[src/rtl/wb_stream_reader_dma.sv]
// wb_stream_reader_dma
//   Reads a memory buffer as a Wishbone B3 master using incrementing bursts and
//   replays the fetched words on a valid/ready stream through a FWFT FIFO.
//   Reports busy and tx_cnt (words acked in the current transfer) upstream.
//
// Ports
//   wb_clk_i, wb_rst_ni          clock, asynchronous active-low reset
//   wbm_*                        Wishbone B3 read master (byte address, cti bursts)
//   enable                       single-cycle start pulse, honoured only when idle
//   start_adr/buf_size/burst_size  transfer base (bytes), length (bytes), burst (words)
//   busy, tx_cnt                 status back to the config registers
//   stream_data_o/valid_o/ready_i  output stream
//
// State        | meaning
// S_IDLE       | no transfer; waiting for enable
// S_WAIT       | transfer active; waiting for FIFO room for the next burst
// S_BURST      | cyc/stb asserted; collecting beats until the last ack or an error
module wb_stream_reader_dma #(
  parameter int WB_AW   = 32,
  parameter int WB_DW   = 32,
  parameter int FIFO_AW = 6
) (
  input  logic               wb_clk_i,
  input  logic               wb_rst_ni,
  output logic [WB_AW-1:0]   wbm_adr_o,
  input  logic [WB_DW-1:0]   wbm_dat_i,
  output logic [WB_DW/8-1:0] wbm_sel_o,
  output logic               wbm_we_o,
  output logic               wbm_cyc_o,
  output logic               wbm_stb_o,
  output logic [2:0]         wbm_cti_o,
  output logic [1:0]         wbm_bte_o,
  input  logic               wbm_ack_i,
  input  logic               wbm_err_i,
  input  logic               enable,
  input  logic [WB_AW-1:0]   start_adr,
  input  logic [WB_AW-1:0]   buf_size,
  input  logic [WB_AW-1:0]   burst_size,
  output logic               busy,
  output logic [WB_DW-1:0]   tx_cnt,
  output logic [WB_DW-1:0]   stream_data_o,
  output logic               stream_valid_o,
  input  logic               stream_ready_i
);

  localparam int DEPTH = 2 ** FIFO_AW;
  localparam int CW    = FIFO_AW + 1;

  typedef enum logic [1:0] {S_IDLE, S_WAIT, S_BURST} state_t;

  state_t             state_q, state_d;
  logic [WB_AW-1:0]   adr_q;
  logic [WB_AW-1:0]   words_q;
  logic [CW-1:0]      blen_q;
  logic [CW-1:0]      beats_q;
  logic [WB_DW-1:0]   tx_cnt_q;

  logic [WB_DW-1:0]   mem [DEPTH];
  logic [FIFO_AW-1:0] wr_ptr_q, rd_ptr_q;
  logic [CW-1:0]      count_q;

  logic               start_ok;
  logic               space_ok;
  logic               last_beat;
  logic               push;
  logic               pop;
  logic [CW-1:0]      beats_nxt;
  logic [CW-1:0]      blen_clamp;
  logic               unused_buf_lsb;

  assign unused_buf_lsb = ^buf_size[1:0];

  assign start_ok  = enable && (state_q == S_IDLE) && (buf_size[WB_AW-1:2] != '0);
  assign last_beat = (beats_q == CW'(1));
  assign push      = (state_q == S_BURST) && wbm_ack_i && !wbm_err_i;
  assign pop       = (count_q != '0) && stream_ready_i;

  always_comb begin
    blen_clamp = burst_size[CW-1:0];
    if (burst_size == '0)
      blen_clamp = CW'(1);
    else if (burst_size > WB_AW'(DEPTH))
      blen_clamp = CW'(DEPTH);
  end

  // Shorten the final burst to what is left; words_q < blen_q guarantees the
  // truncation below is lossless.
  always_comb begin
    beats_nxt = blen_q;
    if (words_q < WB_AW'(blen_q))
      beats_nxt = words_q[CW-1:0];
  end

  // Room is reserved for the whole burst up front, so pushes can never overflow.
  assign space_ok = ({1'b0, count_q} + {1'b0, beats_nxt}) <= (CW+1)'(DEPTH);

  always_ff @(posedge wb_clk_i or negedge wb_rst_ni) begin
    if (!wb_rst_ni)
      state_q <= S_IDLE;
    else
      state_q <= state_d;
  end

  always_comb begin
    state_d   = state_q;
    wbm_cyc_o = 1'b0;
    wbm_stb_o = 1'b0;
    wbm_cti_o = 3'b000;
    busy      = 1'b1;
    case (state_q)
      S_IDLE: begin
        busy = 1'b0;
        if (start_ok)
          state_d = S_WAIT;
      end
      S_WAIT: begin
        if (space_ok)
          state_d = S_BURST;
      end
      S_BURST: begin
        wbm_cyc_o = 1'b1;
        wbm_stb_o = 1'b1;
        wbm_cti_o = last_beat ? 3'b111 : 3'b010;
        if (wbm_err_i)
          state_d = S_IDLE;
        else if (wbm_ack_i && last_beat)
          state_d = (words_q == WB_AW'(1)) ? S_IDLE : S_WAIT;
      end
      default: begin
        busy    = 1'b0;
        state_d = S_IDLE;
      end
    endcase
  end

  always_ff @(posedge wb_clk_i or negedge wb_rst_ni) begin
    if (!wb_rst_ni) begin
      adr_q    <= '0;
      words_q  <= '0;
      blen_q   <= '0;
      beats_q  <= '0;
      tx_cnt_q <= '0;
    end else begin
      if (enable && (state_q == S_IDLE)) begin
        adr_q    <= start_adr;
        words_q  <= {2'b00, buf_size[WB_AW-1:2]};
        blen_q   <= blen_clamp;
        tx_cnt_q <= '0;
      end
      if ((state_q == S_WAIT) && space_ok)
        beats_q <= beats_nxt;
      if (push) begin
        adr_q    <= adr_q + WB_AW'(4);
        words_q  <= words_q - WB_AW'(1);
        beats_q  <= beats_q - CW'(1);
        tx_cnt_q <= tx_cnt_q + WB_DW'(1);
      end
    end
  end

  always_ff @(posedge wb_clk_i) begin
    if (push)
      mem[wr_ptr_q] <= wbm_dat_i;
  end

  always_ff @(posedge wb_clk_i or negedge wb_rst_ni) begin
    if (!wb_rst_ni) begin
      wr_ptr_q <= '0;
      rd_ptr_q <= '0;
      count_q  <= '0;
    end else begin
      if (push)
        wr_ptr_q <= wr_ptr_q + FIFO_AW'(1);
      if (pop)
        rd_ptr_q <= rd_ptr_q + FIFO_AW'(1);
      case ({push, pop})
        2'b10:   count_q <= count_q + CW'(1);
        2'b01:   count_q <= count_q - CW'(1);
        default: count_q <= count_q;
      endcase
    end
  end

  assign wbm_adr_o      = adr_q;
  assign wbm_sel_o      = '1;
  assign wbm_we_o       = 1'b0;
  assign wbm_bte_o      = 2'b00;
  assign tx_cnt         = tx_cnt_q;
  assign stream_data_o  = mem[rd_ptr_q];
  assign stream_valid_o = (count_q != '0);

endmodule

[config.mk]
export PLATFORM = sky130hd
export DESIGN_NAME = wb_stream_reader_dma
export DESIGN_NICKNAME = d
export VERILOG_FILES = /design/src/rtl/wb_stream_reader_dma.sv
export SDC_FILE = /design/constraint.sdc
export NUM_CORES = 2
export LEC_CHECK = 0
export ABC_CLOCK_PERIOD_IN_PS = 11400
export BUFFER_PORTS_ARGS = -buffer_cell sky130_fd_sc_hd__buf_2
export CORE_ASPECT_RATIO = 1.5
export CORE_MARGIN = 4
export CORE_UTILIZATION = 40
export DETAILED_ROUTE_END_ITERATION = 8
export PLACE_DENSITY_LB_ADDON = 0.12
export RECOVER_POWER = 50
export SLEW_MARGIN = 5
export SYNTH_ARGS = -nofsm -noshare
export SYNTH_HDL_FRONTEND = slang
export SYNTH_SLANG_ARGS = --single-unit
[constraint.sdc]
create_clock -name wb_clk_i -period 11.4 [get_ports wb_clk_i]
set_input_delay 1.14 -clock wb_clk_i [delete_from_list [all_inputs] [get_ports wb_clk_i]]
set_output_delay 1.14 -clock wb_clk_i [all_outputs]
set_load 0.02 [all_outputs]
# --- Yosys cells after proc, flatten, opt, wreduce, memory -nomap -nowiden ---
# Memories as Yosys holds them, arrays and structs flattened.
# Index checks and enable logic that the tools add are counted.
op_classes:
  addsub: 9
  multipliers: 0
  div_mod_pow: 0
  n_lt_le_gt_ge: 3
  eq_ne: 9
  shift: 0
  muxes: 24
  n_bitwise: 0
  reduce_logical: 17
ops:
  columns: ["op", "n"]
  rows:
  - ["$mux W32", 6]
  - ["$mux W7", 5]
  - ["$add A32 B1 Y32 const B", 1]
  - ["$add A32 B3 Y32 const B", 1]
  - ["$eq A32 B1 Y1 const B", 1]
  - ["$gt A32 B7 Y1 const B", 1]
  - ["$logic_not A32 Y1", 1]
  - ["$lt A32 B7 Y1", 1]
  - ["$sub A32 B1 Y32 const B", 1]
  - ["$reduce_bool A30 Y1", 1]
  - ["$pmux W7 S2", 1]
  - ["$sub A7 B1 Y7 const B", 2]
  - ["$add A6 B1 Y6 const B", 2]
  - ["$add A7 B7 Y8", 1]
  - ["$le A8 B7 Y1 const B", 1]
  - ["$mux W2", 4]
  - ["$add A7 B1 Y7 const B", 1]
  - ["$eq A7 B1 Y1 const B", 1]
  - ["$logic_and A1 B1 Y1", 7]
  - ["$reduce_bool A7 Y1", 1]
  - ["$mux W3", 2]
  - ["$pmux W2 S3", 1]
  - ["$reduce_bool A2 Y1", 3]
  - ["$mux W1", 5]
  - ["other kinds (8)", 11]
word_totals:
  reg_bits: 131
  latch_bits: 0
  ramBits: 2048
  mem_bits_ro: 0
  n_memories: 1
memory_table:
  columns: ["memory", "words", "width", "read_ports", "rd_ports_with_merged_regs", "wr", "line", "source"]
  rows:
  - ["mem", 64, 32, 1, 0, 1, "58", "logic [WB_DW-1:0] mem [DEPTH];"]

# --- Longest topological paths before layout ---
depth:
  depth_word: 7
  mapped_depth: 18

# --- Worst setup path before layout ---
# Ideal clock, no wire load.
synth_path:
  path_kind: "reg2reg"
  start: "register words_q[13]"
  end: "register beats_q[5]"
  setup_ps: 125
  arrival_time_ps: 4286
  path_slack_ps: 6990
  path_stages_with_launch: 17
  n_path_buf: 1
  period_less_slack_ps: 4410
  path_cell_list: "dfrtp_1 -> or4_1 -> buf_2 -> nor3_4 -> nand4_2 -> a211oi_4 -> mux2_4 -> ha_1 -> inv_1 -> fa_1 -> and3b_1 -> o21a_1 -> a21oi_1 -> o32a_1 -> and2_1 -> nor3_1 -> mux2_2"
synth_between:
  elab_chain_cells: 6
  elab_cells_between_ends: 8
  cone_classes: "1 x add/sub; 2 x order compare; 3 x mux; 2 x reduce/logical"
synth_lines:
  columns: ["item", "line", "source"]
  rows:
  - ["from (decl)", "53", "logic [WB_AW-1:0] words_q;"]
  - ["from (signal assigned)", "146", "words_q <= {2'b00, buf_size[WB_AW-1:2]};"]
  - ["from (signal assigned)", "154", "words_q <= words_q - WB_AW'(1);"]
  - ["$lt A32 B7 Y1 *", "90", "if (words_q < WB_AW'(blen_q))"]
  - ["$mux W7 *", "90", null]
  - ["$add A7 B7 Y8", "95", "assign space_ok = ({1'b0, count_q} + {1'b0, beats_nxt}) <= (CW+1)'(DEPTH);"]
  - ["$le A8 B7 Y1", "95", null]
  - ["$logic_and A1 B1 Y1", "150", "if ((state_q == S_WAIT) && space_ok)"]
  - ["$reduce_bool A2 Y1 (no line)", null, null]
  - ["to (signal assigned)", "151", "beats_q <= beats_nxt;"]
  - ["to (signal assigned)", "155", "beats_q <= beats_q - CW'(1);"]
  - ["to (decl)", "55", "logic [CW-1:0] beats_q;"]
# Mark *: on every way between the ends. The rest lies on a longest branch, timed or not. The select of a mux whose other input is x is not followed.
# A chain may end at the register's enable or synchronous reset.

# --- Worst setup path after layout ---
layout_path:
  start: "register rd_ptr_q[0]"
  end: "output port stream_data_o[16]"
layout_between:
  elab_chain_cells: 1
layout_lines:
  columns: ["item", "line", "source"]
  rows:
  - ["from (decl)", "59", "logic [FIFO_AW-1:0] wr_ptr_q, rd_ptr_q;"]
  - ["from (signal assigned)", "175", "rd_ptr_q <= rd_ptr_q + FIFO_AW'(1);"]
  - ["$mem_v2 Z64 W32", null, null]
  - ["to (decl)", "41", "output logic [WB_DW-1:0] stream_data_o,"]
# Every way passes these cells.

==> metrics.txt <==
Yosys warnings=0; Critical Path RT=10.26 ns; Seq cells post-synth=2179; post-DR wirelength/cell=32.7 µm; GRT met3 Usage=3.55%; Final period util=64.9%; PD cells=232 mW/mm²; met1 usage=28.4%; critical path class=reg -> out; reg-to-reg slack, setup=4.50 ns; Root Buffer=clkbuf_16; share of cells above drive strength 1=27.8%; Most Used Layer, Global Route=met2; CTS tree=done; Hold Vio Cnt, Final=0; most frequent cells in the layout=edfxtp_1, mux4_2, clkbuf_16, buf_2, dfrtp_1; CP Launch Type=flop; Seq/Total Area, Yosys=75.5%; Pins Over Slew Limit=2378; H-tree levels=4; DRC=0; Worst Path Arrival=6.26 ns; FILL cells=18000; slew margin rel.=-167%; Synth top area share=71.7%; Worst Skew=0.0462 ns; IO buf count=234; Max clock buf depth=4; met2 Use GR=37.3%; Die W=386 µm; final weighted congestion in routability-driven placement=0.762; Post-CTS Setup Inserts=0; Post-Syn Area=0.0858 mm²; Fin Setup TNS=0 ns; initial drt markers=3744; Final Critical Period=7.40 ns; Layout area overhead=13.6%; RSZ-0062 raised after global routing=false; Max IR drop VDD=0.000274 V; number of synthesized flops with an enable pin=2048; Final Util=45.6%; clock sink count=2179; die height=575 µm; max-cap viol count=38; first-pass GRT wire length=339 mm; I/O pin total=244; most common cell after layout, fill and taps aside=edfxtp_1; Avg Inst Size Synth=21.4 µm²; Layout Nets=4524; failing checks=max-capacitance violations, max-slew violations; final wirelength=241 mm; setup violators final=0; HP Class=reg -> reg; Hold Buf Count CTS=0; Peak Freq=135 MHz; worst-path fanout max=26; row cnt=208; Num CTS Buffers=213; via count=42500; initial antenna violation count=21; total power=22.6 mW; GR Overflow Total=0; cells resized by post-CTS repair=0; ys flop type=edfxtp_1; post-synthesis cell count=4008; core area=0.214 mm²; worst slew pin tran=4.00 ns; vias per inst=5.78; DP HPWL=133 mm; Clock Latency Late Sink=0.86 ns; clock slew at reported path FFs=0.06 ns; Lkg Pwr=30.7 nW; Post-DRT Antenna Nets=0; status=complete, but fails checks; GRT Overall Usage=21.7%; vias in the first global route=44000; TritonRoute pass-1 iters=5; CP Capture Type=output port; Async SR Flop Fraction=6.01%; initial core utilization=40.2%; biggest area consumer among synthesized cells=edfxtp_1; overall die area=0.222 mm²; largest net degree at the start of global routing=97; unique cell type count in the Yosys netlist=69; top post-synthesis cells by area=edfxtp_1, mux4_2, dfrtp_1, mux2i_1, nor2_1
==> state kept, by name, indices dropped and copies added, names as in the netlist <==
signal and count:
rd_ptr_q 6, beats_q 7, wr_ptr_q 6, blen_q 7, wbm_adr_o 32, state_q 2, mem 2048, words_q 32
tx_cnt 32, count_q 7
==> power by group <==
part / total [mW] / leakage, nW / switching [mW] / internal, mW
logic: 6.50 / 7.50 / 3.61 / 2.89
clock network: 6.81 / 3.18 / 2.99 / 3.82
registers: 9.29 / 20.0 / 0.356 / 8.93
==> cells by family (layout without fill, tap and decap cells) <==
logic type	count (synthesis)	in the layout	share of synthesized area, %
DFF	2179	2179	75.5
other	2	12	0.00875
muxes	717	717	17.4
xor gates and xnor gates	18	18	0.184
AOI/OAI and AO/OA	303	303	2.28
buffers and inverters	250	752	1.24
and+or+nand+nor	504	504	2.88
adders and majority gates	35	35	0.528
==> cell type report <==
cell class,instances,area [µm²],share of cell area [%]
clock inverters,112,991,1.02
inverters,32,120,0.123
well taps,2835,3550,3.64
diodes,5,12.5,0.0128
multi-input cells,1584,20500,21.0
repair buffers,345,1970,2.02
clock buffers,263,5550,5.69
flip-flops and latches,2179,64800,66.5
==> worst max-delay path: stages (launching register included) <==
cell and delay (ns):
dfrtp_1 1.64, clkbuf_1 1.74, mux4_2 0.68, mux4_2 0.55, mux4_2 0.56, buf_2 0.20
==> metrics by stage <==
step	instances	area (µm²)	worst slack [ns]	hold slack, ns
2_1_floorplan	4013	85800	6.99	0.431
3_3_place_gp	6975	91000	5.57	0.461
3_5_place_dp	6975	91000	5.56	0.453
4_1_cts	7350	97600	4.62	0.260
5_1_grt	7351	97400	3.35	0.470
6_report	7355	97500	4.00	0.470
==> synth_stat cells (3+ instances only) <==
cell type and n:
a31oi_1 3, o21ai_0 71, o211ai_1 6, mux2_2 4, a211oi_1 65, nor2b_1 46
o221a_2 4, edfxtp_1 2048, buf_2 61, ha_1 33, a221o_1 7, buf_4 13
a21o_1 5, nand3_1 52, and3b_1 3, o41ai_1 3, buf_1 32, nand4_1 20
mux2i_1 94, or3_1 8, xnor2_1 12, nor2_1 153, nor4_1 29, or4_1 10
xor2_1 6, o31ai_1 6, o22ai_1 6, inv_1 32, a22oi_1 4, nor3_1 26
mux4_2 617, a21oi_1 88, or2_2 4, nand2_1 112, and4_1 3, a211o_1 6
nand2b_1 3, a311oi_1 10, dfrtp_1 131, and3_1 14, a21boi_0 4, and2_1 6
clkbuf_1 112, nand3b_1 4
==> worst paths after layout <==
kind | end | startpoint | cells past startpoint
max in group asynchronous | wbm_adr_o[18] | wb_rst_ni | 2
max reg2reg | mem[43][11] | state_q[0] | 9
min | wbm_adr_o[0] | wbm_adr_o[0] | 2
min reg2reg | wbm_adr_o[0] | wbm_adr_o[0] | 2
min in group asynchronous | tx_cnt[20] | wb_rst_ni | 1
max | stream_data_o[16] | rd_ptr_q[0] | 5
==> routing by layer <==
metal / vias to the layer above / wire (µm)
li1: 17500 / -
met5: - / 85
met1: 23200 / 95100
met2: 1395 / 123000
met3: 381 / 14200
met4: 12 / 7880
Note: power is estimated with default switching activity, not from simulation.
